### src/rtl/pe_command_sequencer_pkg.sv
// Shared definitions for the PE command sequencer: PE command codes, schedule
// phases, FSM states and the phase-to-command mapping.
package pe_command_sequencer_pkg;

  localparam int unsigned CMD_W = 3;

  localparam logic [CMD_W-1:0] CMD_MUL    = 3'b000;
  localparam logic [CMD_W-1:0] CMD_UP     = 3'b001;
  localparam logic [CMD_W-1:0] CMD_DOWN   = 3'b010;
  localparam logic [CMD_W-1:0] CMD_LEFT   = 3'b011;
  localparam logic [CMD_W-1:0] CMD_RIGHT  = 3'b100;
  localparam logic [CMD_W-1:0] CMD_OVR_AB = 3'b101;
  localparam logic [CMD_W-1:0] CMD_OVR_S  = 3'b110;
  localparam logic [CMD_W-1:0] CMD_RST    = 3'b111;

  typedef enum logic [1:0] {
    PH_RST,
    PH_MUL,
    PH_SA,
    PH_SB
  } phase_e;

  typedef enum logic [2:0] {
    ST_IDLE,
    ST_ISSUE,
    ST_WAIT_READY,
    ST_RELEASE,
    ST_NEXT,
    ST_DONE,
    ST_ERROR
  } state_e;

  // Command code issued for a given schedule phase and latched shift directions.
  function automatic logic [CMD_W-1:0] phase_cmd(input phase_e ph, input logic a_dir_down,
                                                 input logic b_dir_right);
    logic [CMD_W-1:0] cmd;
    case (ph)
      PH_MUL:  cmd = CMD_MUL;
      PH_SA:   cmd = a_dir_down ? CMD_DOWN : CMD_UP;
      PH_SB:   cmd = b_dir_right ? CMD_RIGHT : CMD_LEFT;
      default: cmd = CMD_RST;
    endcase
    return cmd;
  endfunction

  // Overwrite commands exist on the PE but are never produced by the sequencer.
  function automatic logic is_overwrite_cmd(input logic [CMD_W-1:0] cmd);
    return (cmd == CMD_OVR_AB) || (cmd == CMD_OVR_S);
  endfunction

endpackage

### src/rtl/pe_handshake_timer.sv
// Per-command handshake watchdog: counts cycles while enabled and flags when
// the count reaches TIMEOUT.
module pe_handshake_timer #(
  parameter int unsigned TIMEOUT = 255,
  parameter int unsigned TMO_W   = 8
) (
  input  logic CLK,
  input  logic RESET_N,
  input  logic clr_i,
  input  logic en_i,
  output logic expired_c_o
);

  logic [TMO_W-1:0] count_q;
  logic [TMO_W-1:0] count_d;

  always_comb begin
    count_d = count_q;
    if (clr_i) begin
      count_d = '0;
    end else if (en_i) begin
      count_d = count_q + TMO_W'(1);
    end
  end

  always_ff @(posedge CLK or negedge RESET_N) begin
    if (!RESET_N) begin
      count_q <= '0;
    end else begin
      count_q <= count_d;
    end
  end

  assign expired_c_o = (count_q == TMO_W'(TIMEOUT));

endmodule

### src/rtl/pe_command_sequencer.sv
// Drives the PE array command handshake through a reset / (multiply, shift A,
// shift B) x num_steps schedule, with a per-command stall timeout.
module pe_command_sequencer
  import pe_command_sequencer_pkg::*;
#(
  parameter int unsigned STEP_W  = 8,
  parameter int unsigned TIMEOUT = 255,
  parameter int unsigned TMO_W   = 8
) (
  input  logic              CLK,
  input  logic              RESET_N,
  input  logic              go,
  input  logic [STEP_W-1:0] num_steps,
  input  logic              a_dir_down,
  input  logic              b_dir_right,
  input  logic              pe_ready,
  output logic              start,
  output logic              ack,
  output logic [CMD_W-1:0]  command_to_execute,
  output logic              image_to_shift,
  output logic              busy,
  output logic              done,
  output logic              err,
  output logic [STEP_W-1:0] step_count
);

  state_e            state_q, state_d;
  phase_e            phase_q, phase_d;
  logic [STEP_W-1:0] steps_q, steps_d;
  logic [STEP_W-1:0] step_cnt_q, step_cnt_d;
  logic              a_dir_q, a_dir_d;
  logic              b_dir_q, b_dir_d;
  logic              start_q, start_d;
  logic              ack_q, ack_d;
  logic [CMD_W-1:0]  cmd_q, cmd_d;
  logic              img_q, img_d;
  logic              busy_q, busy_d;
  logic              done_q, done_d;
  logic              err_q, err_d;
  logic              tmr_clr, tmr_en, tmr_expired;

  pe_handshake_timer #(
    .TIMEOUT (TIMEOUT),
    .TMO_W   (TMO_W)
  ) u_timer (
    .CLK         (CLK),
    .RESET_N     (RESET_N),
    .clr_i       (tmr_clr),
    .en_i        (tmr_en),
    .expired_c_o (tmr_expired)
  );

  // Next-state, schedule bookkeeping and registered-output lookahead.
  always_comb begin
    state_d    = state_q;
    phase_d    = phase_q;
    steps_d    = steps_q;
    step_cnt_d = step_cnt_q;
    a_dir_d    = a_dir_q;
    b_dir_d    = b_dir_q;
    err_d      = err_q;
    cmd_d      = cmd_q;
    img_d      = img_q;

    case (state_q)
      ST_IDLE: begin
        if (go) begin
          steps_d    = num_steps;
          a_dir_d    = a_dir_down;
          b_dir_d    = b_dir_right;
          err_d      = 1'b0;
          step_cnt_d = '0;
          phase_d    = PH_RST;
          state_d    = ST_ISSUE;
        end
      end
      ST_ISSUE: state_d = ST_WAIT_READY;
      ST_WAIT_READY: begin
        if (pe_ready) begin
          state_d = ST_RELEASE;
        end else if (tmr_expired) begin
          state_d = ST_ERROR;
        end
      end
      ST_RELEASE: begin
        if (!pe_ready) begin
          state_d = ST_NEXT;
        end else if (tmr_expired) begin
          state_d = ST_ERROR;
        end
      end
      ST_NEXT: begin
        case (phase_q)
          PH_RST: begin
            if (steps_q != '0) begin
              phase_d = PH_MUL;
              state_d = ST_ISSUE;
            end else begin
              state_d = ST_DONE;
            end
          end
          PH_MUL: begin
            phase_d = PH_SA;
            state_d = ST_ISSUE;
          end
          PH_SA: begin
            phase_d = PH_SB;
            state_d = ST_ISSUE;
          end
          default: begin
            step_cnt_d = step_cnt_q + STEP_W'(1);
            if (step_cnt_d == steps_q) begin
              state_d = ST_DONE;
            end else begin
              phase_d = PH_MUL;
              state_d = ST_ISSUE;
            end
          end
        endcase
      end
      ST_DONE:  state_d = ST_IDLE;
      ST_ERROR: state_d = ST_IDLE;
      default:  state_d = ST_IDLE;
    endcase

    if (state_d == ST_ERROR) begin
      err_d = 1'b1;
    end

    // Timer restarts at each command issue and again when the ready edge is seen.
    tmr_clr = (state_d == ST_ISSUE) || ((state_q == ST_WAIT_READY) && (state_d == ST_RELEASE));
    tmr_en  = (state_q == ST_ISSUE) || (state_q == ST_WAIT_READY) || (state_q == ST_RELEASE);

    start_d = (state_d == ST_ISSUE);
    ack_d   = !((state_d == ST_ISSUE) || (state_d == ST_WAIT_READY));
    busy_d  = !((state_d == ST_IDLE) || (state_d == ST_DONE) || (state_d == ST_ERROR));
    done_d  = (state_d == ST_DONE);

    if (state_d == ST_ISSUE) begin
      cmd_d = phase_cmd(phase_d, a_dir_d, b_dir_d);
      img_d = (phase_d == PH_SB);
    end else if (!busy_d) begin
      img_d = 1'b0;
    end
  end

  always_ff @(posedge CLK or negedge RESET_N) begin
    if (!RESET_N) begin
      state_q    <= ST_IDLE;
      phase_q    <= PH_RST;
      steps_q    <= '0;
      step_cnt_q <= '0;
      a_dir_q    <= 1'b0;
      b_dir_q    <= 1'b0;
      start_q    <= 1'b0;
      ack_q      <= 1'b1;
      cmd_q      <= CMD_MUL;
      img_q      <= 1'b0;
      busy_q     <= 1'b0;
      done_q     <= 1'b0;
      err_q      <= 1'b0;
    end else begin
      state_q    <= state_d;
      phase_q    <= phase_d;
      steps_q    <= steps_d;
      step_cnt_q <= step_cnt_d;
      a_dir_q    <= a_dir_d;
      b_dir_q    <= b_dir_d;
      start_q    <= start_d;
      ack_q      <= ack_d;
      cmd_q      <= cmd_d;
      img_q      <= img_d;
      busy_q     <= busy_d;
      done_q     <= done_d;
      err_q      <= err_d;
    end
  end

  assign start              = start_q;
  assign ack                = ack_q;
  assign command_to_execute = cmd_q;
  assign image_to_shift     = img_q;
  assign busy               = busy_q;
  assign done               = done_q;
  assign err                = err_q;
  assign step_count         = step_cnt_q;

endmodule

### config.mk
export PLATFORM = sky130hd
export DESIGN_NAME = pe_command_sequencer
export DESIGN_NICKNAME = d
export VERILOG_FILES = /design/src/rtl/pe_command_sequencer_pkg.sv /design/src/rtl/pe_handshake_timer.sv /design/src/rtl/pe_command_sequencer.sv
export SDC_FILE = /design/constraint.sdc
export NUM_CORES = 1
export LEC_CHECK = 0
export CORE_AREA = 2 2 81 63
export DETAILED_ROUTE_END_ITERATION = 8
export DIE_AREA = 0 0 83 65
export PLACE_DENSITY = 0.74
export SETUP_SLACK_MARGIN = 0.2
export SLEW_MARGIN = 20
export SYNTH_ARGS = -nofsm -noshare
export SYNTH_HDL_FRONTEND = slang
export SYNTH_HIERARCHICAL = 1
export SYNTH_SLANG_ARGS = --single-unit
### constraint.sdc
create_clock -name CLK -period 2 [get_ports CLK]
set_input_delay 0.2 -clock CLK [delete_from_list [all_inputs] [get_ports CLK]]
set_output_delay 0.2 -clock CLK [all_outputs]
set_load 0.02 [all_outputs]
After elaboration in Yosys (flattened, before gate mapping)
Cells that the tools add are included.
{"block": "op_classes", "n_eq_ne": 18, "addsub": 2, "reduce_logical": 23, "mux": 30}
{"cell": "two-way mux 8 bit", "n": 4}
{"cell": "two-way mux 3 bit", "n": 7}
{"cell": "adder 8 x 1 -> 8 bit (second input constant)", "n": 2}
{"cell": "one-hot mux 8 bit (2 select lines)", "n": 1}
{"cell": "one-hot mux 3 bit (5 select lines)", "n": 1}
{"cell": "equality test 3 x 2 -> 1 bit (second input constant)", "n": 4}
{"cell": "nonzero test 2 bit", "n": 5}
{"cell": "equality test 3 bit (second input constant)", "n": 3}
{"cell": "two-way mux 1 bit", "n": 9}
{"cell": "one-hot mux 3 bit (3 select lines)", "n": 1}
{"cell": "equality test 8 bit", "n": 1}
{"cell": "equality test 8 bit (second input constant)", "n": 1}
{"cell": "two-way mux 2 bit", "n": 4}
{"cell": "nonzero test 8 bit", "n": 1}
{"cell": "equality test 2 bit (second input constant)", "n": 3}
{"cell": "equality test 3 x 1 -> 1 bit (second input constant)", "n": 2}
{"cell": "logical NOT 3 bit", "n": 2}
{"cell": "logical OR 1 bit", "n": 6}
{"cell": "one-hot mux 2 bit (3 select lines)", "n": 1}
{"cell": "one-hot mux 3 bit (2 select lines)", "n": 1}
{"cell": "equality test 2 x 1 -> 1 bit (second input constant)", "n": 2}
{"cell": "!= test 2 bit (second input constant)", "n": 2}
{"cell": "one-hot mux 2 bit (2 select lines)", "n": 1}
{"cell": "AND reduction 2 bit", "n": 2}
{"cell": "6 further kinds", "n": 7}
{"block": "totals", "register_bits": 40, "wordCells": 87, "output_inout_bits": 17}

Longest topological paths before layout
{"block": "logic_depth", "ltp_word": 10, "mapped_depth": 10, "depth_no_buf": 9}

By module
Netlist, hierarchy kept.
{"module": "pe_command_sequencer", "area_each_um2": 1788.0, "seq_area_each_um2": 802.0, "cells_per_inst": 195, "instances": 1}
{"module": "pe_handshake_timer", "area_each_um2": 396.6, "seq_area_each_um2": 200.2, "cells_per_inst": 39, "instances": 1}

Least setup slack after synthesis
Ideal clock, no wire load.
{"block": "synth_path", "path_type": "register -> register", "from": "register step_cnt_q[0] (netlist: step_count[0])", "to": "register u_timer.count_q[0]", "setup_ns": 0.128, "synth_period_minus_slack_ns": 2.334, "arrival_time_ns": 2.205, "stages_incl_launch_ff": 11, "setup_slack_ns": -0.334, "cell_sequence": "dfrtp_1 -> ha_1 -> nor3b_1 -> o21a_1 -> o31a_1 -> nand4_1 -> buf_2 -> nand2_1 -> nor3_1 -> buf_1 -> nor2_1"}
{"block": "synth_between", "elab_chain_len": 9, "word_cells_on_any_way": 11, "classes_between": "add/sub: 1; eq/ne: 3; mux: 4; reduce/logical: 3"}
{"item": "from (decl)", "line_no": "pe_command_sequencer.sv:30", "rtl": "logic [STEP_W-1:0] step_cnt_q, step_cnt_d;"}
{"item": "from (signal assigned)", "line_no": "pe_command_sequencer.sv:166", "rtl": "step_cnt_q <= step_cnt_d;"}
{"item": "adder 8 x 1 -> 8 bit (*)", "line_no": "pe_command_sequencer.sv:111", "rtl": "step_cnt_d = step_cnt_q + STEP_W'(1);"}
{"item": "equality test 8 bit (*)", "line_no": "pe_command_sequencer.sv:112", "rtl": "if (step_cnt_d == steps_q) begin"}
{"item": "two-way mux 3 bit (*)", "line_no": "pe_command_sequencer.sv:112"}
{"item": "one-hot mux 3 bit (2 select lines) (*)", "line_no": "pe_command_sequencer.sv:93", "rtl": "case (phase_q)"}
{"item": "one-hot mux 3 bit (5 select lines) (*)", "line_no": "pe_command_sequencer.sv:65", "rtl": "case (state_q)"}
{"item": "equality test 3 x 2 -> 1 bit", "line_no": "pe_command_sequencer.sv:131", "rtl": "tmr_clr = (state_d == ST_ISSUE) || ((state_q == ST_WAIT_READY) && (state_d == ST_RELEASE));"}
{"item": "logical AND 1 bit", "line_no": "pe_command_sequencer.sv:131"}
{"item": "logical OR 1 bit (*)", "line_no": "pe_command_sequencer.sv:131"}
{"item": "named net tmr_clr", "line_no": "pe_command_sequencer.sv:40", "rtl": "logic tmr_clr, tmr_en, tmr_expired;"}
{"item": "two-way mux 8 bit or nonzero test 2 bit (tied branches)"}
{"item": "to (signal assigned)", "line_no": "pe_handshake_timer.sv:30", "rtl": "count_q <= count_d;"}
{"item": "to (decl)", "line_no": "pe_handshake_timer.sv:14", "rtl": "logic [TMO_W-1:0] count_q;"}
Mark *: on every way through the listed nets, which the timed path passes. The rest lies on a longest branch.
A chain may end at the register's enable or synchronous reset.

Final worst setup path
{"block": "layout_path", "from": "register phase_q[1]", "to": "register cmd_q[2] (netlist: command_to_execute[2])"}
{"block": "layout_between", "elab_chain_len": 5, "word_cells_on_any_way": 16, "classes_between": "eq/ne: 6; mux: 8; reduce/logical: 2"}
{"item": "from (decl)", "line_no": "pe_command_sequencer.sv:28", "rtl": "phase_e phase_q, phase_d;"}
{"item": "from (signal assigned)", "line_no": "pe_command_sequencer.sv:164", "rtl": "phase_q <= phase_d;"}
{"item": "equality test 2 bit (tied with other cells)", "line_no": "pe_command_sequencer.sv:93"}
{"item": "one-hot mux 2 bit (3 select lines) (*)", "line_no": "pe_command_sequencer.sv:93"}
{"item": "one-hot mux 2 bit (2 select lines) (*)", "line_no": "pe_command_sequencer.sv:65"}
{"item": "named net phase_d[0]", "line_no": "pe_command_sequencer.sv:28"}
{"item": "equality test 2 bit or equality test 2 x 1 -> 1 bit (tied branches)", "line_no": "pe_command_sequencer_pkg.sv:37", "rtl": "case (ph)"}
{"item": "one-hot mux 3 bit (3 select lines) (*)", "line_no": "pe_command_sequencer_pkg.sv:37"}
{"item": "to (signal assigned)", "line_no": "pe_command_sequencer.sv:171", "rtl": "cmd_q <= cmd_d;"}
{"item": "to (decl)", "line_no": "pe_command_sequencer.sv:35", "rtl": "logic [CMD_W-1:0] cmd_q, cmd_d;"}
Marked as above.

==> impl_metrics.csv <==
group,metric,value,unit
run_status,status,"finished with violations",
run_status,failed_checks,"negative setup slack",
setup_path,r2r_slack,-80,ps
timing,fin_worst_hold_slack,400.6,ps
finish,register_area,1006,sq um
routing,drt_first_pass_iters,4,
placed_design,dp.final_hpwl,3.868,mm
setup_path,timing.critical_path.slowest_cell_delay,430,ps
synth,synthArstFlopShare,1.000,
global_routing,grt.overflow.total,0,
global_routing,grt_max_degree,41,
floorplanning,initial_core_util,0.4641,
placed_design,gp_congestion,0.9178,
timing,layout_min_cycle_time,2079,ps
global_routing,grtUsageMet1,0.2843,
worst_hold_path,worst_hold_path_type,"in2async",
finish,finish.net_count,330,
timing,slew_headroom,0.5047,
finish,nFillCells,349,
clock_network,clock_tree_from_tritoncts,"done",
timing,post-route-period-util,1.040,
setup_path,crit_type,"reg2reg",
timing,worst_margin_pin_slew,740.2,ps
routing,drcViolationCount,0,
setup_path,timing.critical_path.to_type,"flop",
finish,layout_commonest_cell,"sky130_fd_sc_hd__buf_4",
synth,synth.lib_cells_used.distinct,50,
global_routing,use_met3,0.05732,
finish,layout-drive-gt1-share,0.3205,
finish,num_antenna_cells,0,
power,powerDensity,1211,nW/um^2
clock_network,clock_tree.htree_level_count,2,
global_routing,grt_pass1_wl,8.935,mm
synth,netlist_instances,234,
global_routing,groute.usage.overall,0.2100,
timing,worst_slack,-79.40,ps
floorplanning,chip_width,83,um
floorplanning,std_cell_rows,22,
synth,ys.warnings.count,6,
placed_design,io_buffer_count,30,
floorplanning,dieArea,5395,sq um
power,cellLeakagePower,1.442,nW
routing,detail_route.iter0.violations,110,
routing,wl_per_cell,15.06,um
synth,synth.yosys.seq_area_share,0.4588,
finish,layout_common_cells,"44 x sky130_fd_sc_hd__buf_4, 36 x sky130_fd_sc_hd__dfrtp_1, 35 x sky130_fd_sc_hd__nand2_1, 29 x sky130_fd_sc_hd__clkdlybuf4s50_1, 11 x sky130_fd_sc_hd__xor2_1",
synth,synth_area_leaders,"sky130_fd_sc_hd__dfrtp_1 45%, sky130_fd_sc_hd__nand2_1 6.4%, sky130_fd_sc_hd__xor2_1 4.4%",
routing,via_count,2000,
synth,post_synth_instance_area,2185,sq um
timing,setup_tns,-199.8,ps
synth,ys_seq_elements,40,
setup_path,setup.worst_path.start_class,"flop",
global_routing,met2_grt_util,0.3306,
clock_network,clock-root-buffer,"sky130_fd_sc_hd__clkbuf_8",
synth,count_of_flip_flops_with_a_built_in_enable_after_synthesis,0,
clock_network,clk_latency,300,ps
setup_path,worst_path_max_delay_cell,"sky130_fd_sc_hd__dfrtp_1",
finish,postLayoutCoreUtil,0.6882,
setup_path,timing.critical_path.required,2230,ps
floorplanning,core_area,4707,sq um
synth,synth-main-ff-cell,"sky130_fd_sc_hd__dfrtp_1",
floorplanning,fp.dieH,65,um
timing,finalHoldViolations,0,
power,worst_ir_drop_vdd,0.8843,mV
routing,vias_per_cell,5.376,
clock_network,cts_made_buffers,5,
setup_path,critPathMaxFanout,5,
timing,finalSetupViolCount,4,
clock_network,clock-sinks,40,
synth,syn-num-nets,253,
clock_network,clockBufferDepth,2,
floorplanning,boundaryPins,31,
finish,syn_to_final_growth,48.28,%
synth,syn_area_per_cell,9.336,sq um
timing,finalMaxSlewViolations,0,
timing,finalClockSkew,7.557,ps
timing,max_freq,480.9,MHz
global_routing,first_global_vias,1883,
routing,drtAntennaViolNets,0,
timing,rsz_0062_raised_after_global_routing,"yes",
setup_path,critical_path.cell_chain,"inv_1 -> ha_1 -> nand2b_1 -> a21oi_1 -> o31ai_2 -> and2_4 -> inv_1 -> buf_4 -> o211ai_1 -> a2bb2oi_2",
synth,yosysTopAreaCell,"sky130_fd_sc_hd__dfrtp_1",
global_routing,grt_max_usage_layer,"met2",
synth,yosys.area.top_type_share,0.4467,
job,cap_viol_max_count,0,
routing,finalWirelength,5.603,mm
clock_network,worst_setup_hold_path_clk_slew,80,ps
setup_path,crit_arrival,2310,ps
setup_path,crit_path_frequent_cell,"sky130_fd_sc_hd__inv_1",
finish,multiInputGateArea,1294,sq um
global_routing,grt_antenna_before_repair,0,
[layout make-up]
cell class	count	area share
Multi-Input combinational cell	173	0.3994
Sequential cell	40	0.3105
Timing Repair Buffer	82	0.2233
Tap cell	60	0.02317
Clock buffer	6	0.02240
Clock inverter	2	0.01081
Inverter	9	0.01043
[report_power, final]
part	internal (mW)	switching, mW	leakage, nW
Clock	0.371	0.297	0.0552
Combinational	0.936	1.04	0.874
Sequential	1.05	0.224	0.513
Total	2.36	1.56	1.44
[cell usage after synthesis (all sizes together) (3+ instances only)]
cell / count
a21oi: 11
ha: 5
nand4: 10
nor2: 15
o21ai: 14
xnor2: 4
buf: 7
mux2i: 3
xor2: 11
nand2: 38
clkbuf: 5
nor2b: 4
or3: 3
inv: 9
nand3: 11
dfrtp: 39
and2: 3
nor3: 3
a2111oi: 4
[layer usage]
metal,share of wire,vias up
met1,0.48,962
met2,0.47,36
li1,-,992
met5,0,-
met4,0.015,0
met3,0.033,10
[what timing repair did]
item / 4_1_cts / 5_1_grt
setup endpoints to repair: 18 / 23
endpoints found under the hold margin: 39 / 0
gates resized for setup: 15 / 36
gates cloned: 0 / 0
setup buffers: 1 / 7
hold buffers: 1 / 0
pin swaps: 3 / 16
[state kept, by name (all words and copies together), names as in the netlist]
register / count
step_count: 8
done: 1
err: 1
phase_q: 2
state_q: 3
busy: 1
steps_q: 8
a_dir_q: 1
image_to_shift: 1
start: 1
command_to_execute: 3
ack: 1
b_dir_q: 1
u_timer/count_q: 8
[worst max-delay path, delay by kind of cell, from the launching register on]
family / cells / cell delay, ps
simple gates: 2 / 300
flops: 1 / 430
buf+inv: 3 / 310
compound gates: 4 / 730
fa+ha+maj: 1 / 220
[kinds of logic (layout without fill, tap and decap cells)]
kind of cell	after synthesis	count (layout)	share of synthesized area
AO/OA/AOI/OAI	50	50	0.1546
XOR/XNOR	15	15	0.06013
adder cells (fa/ha/maj)	6	6	0.03322
buffers and inverters	21	99	0.04181
flip-flops	40	40	0.4588
multiplexers	4	4	0.01890
AND/OR/NAND/NOR	98	98	0.2325
[final timing paths]
path,from,end,cells after the start
worst max-delay path,phase_q[1]$_DFF_PN0_,command_to_execute[2]$_DFFE_PN0N_,10
worst max register to register,phase_q[1]$_DFF_PN0_,command_to_execute[2]$_DFFE_PN0N_,10
min in group CLK,num_steps[4],steps_q[4]$_DFFE_PN0P_,3
worst min register to register,err$_DFFE_PN0P_,err$_DFFE_PN0P_,1
max in group asynchronous,RESET_N,ack$_DFF_PN1_,3
worst min-delay path,RESET_N,phase_q[0]$_DFF_PN0_,3
[metrics by stage]
step                setup WS [ps]  power (mW)  instances  area (sq um)
floorplan                  -107.6       2.197        234          2210
global route               -197.0       4.179        372          3239
finish                     -79.40       3.921        372          3239
global placement           -130.8       2.795        355          2854
detailed placement         -247.4       2.859        355          2854
CTS                        -59.08       3.625        365          3054
Power figures use the tool's default switching activity.
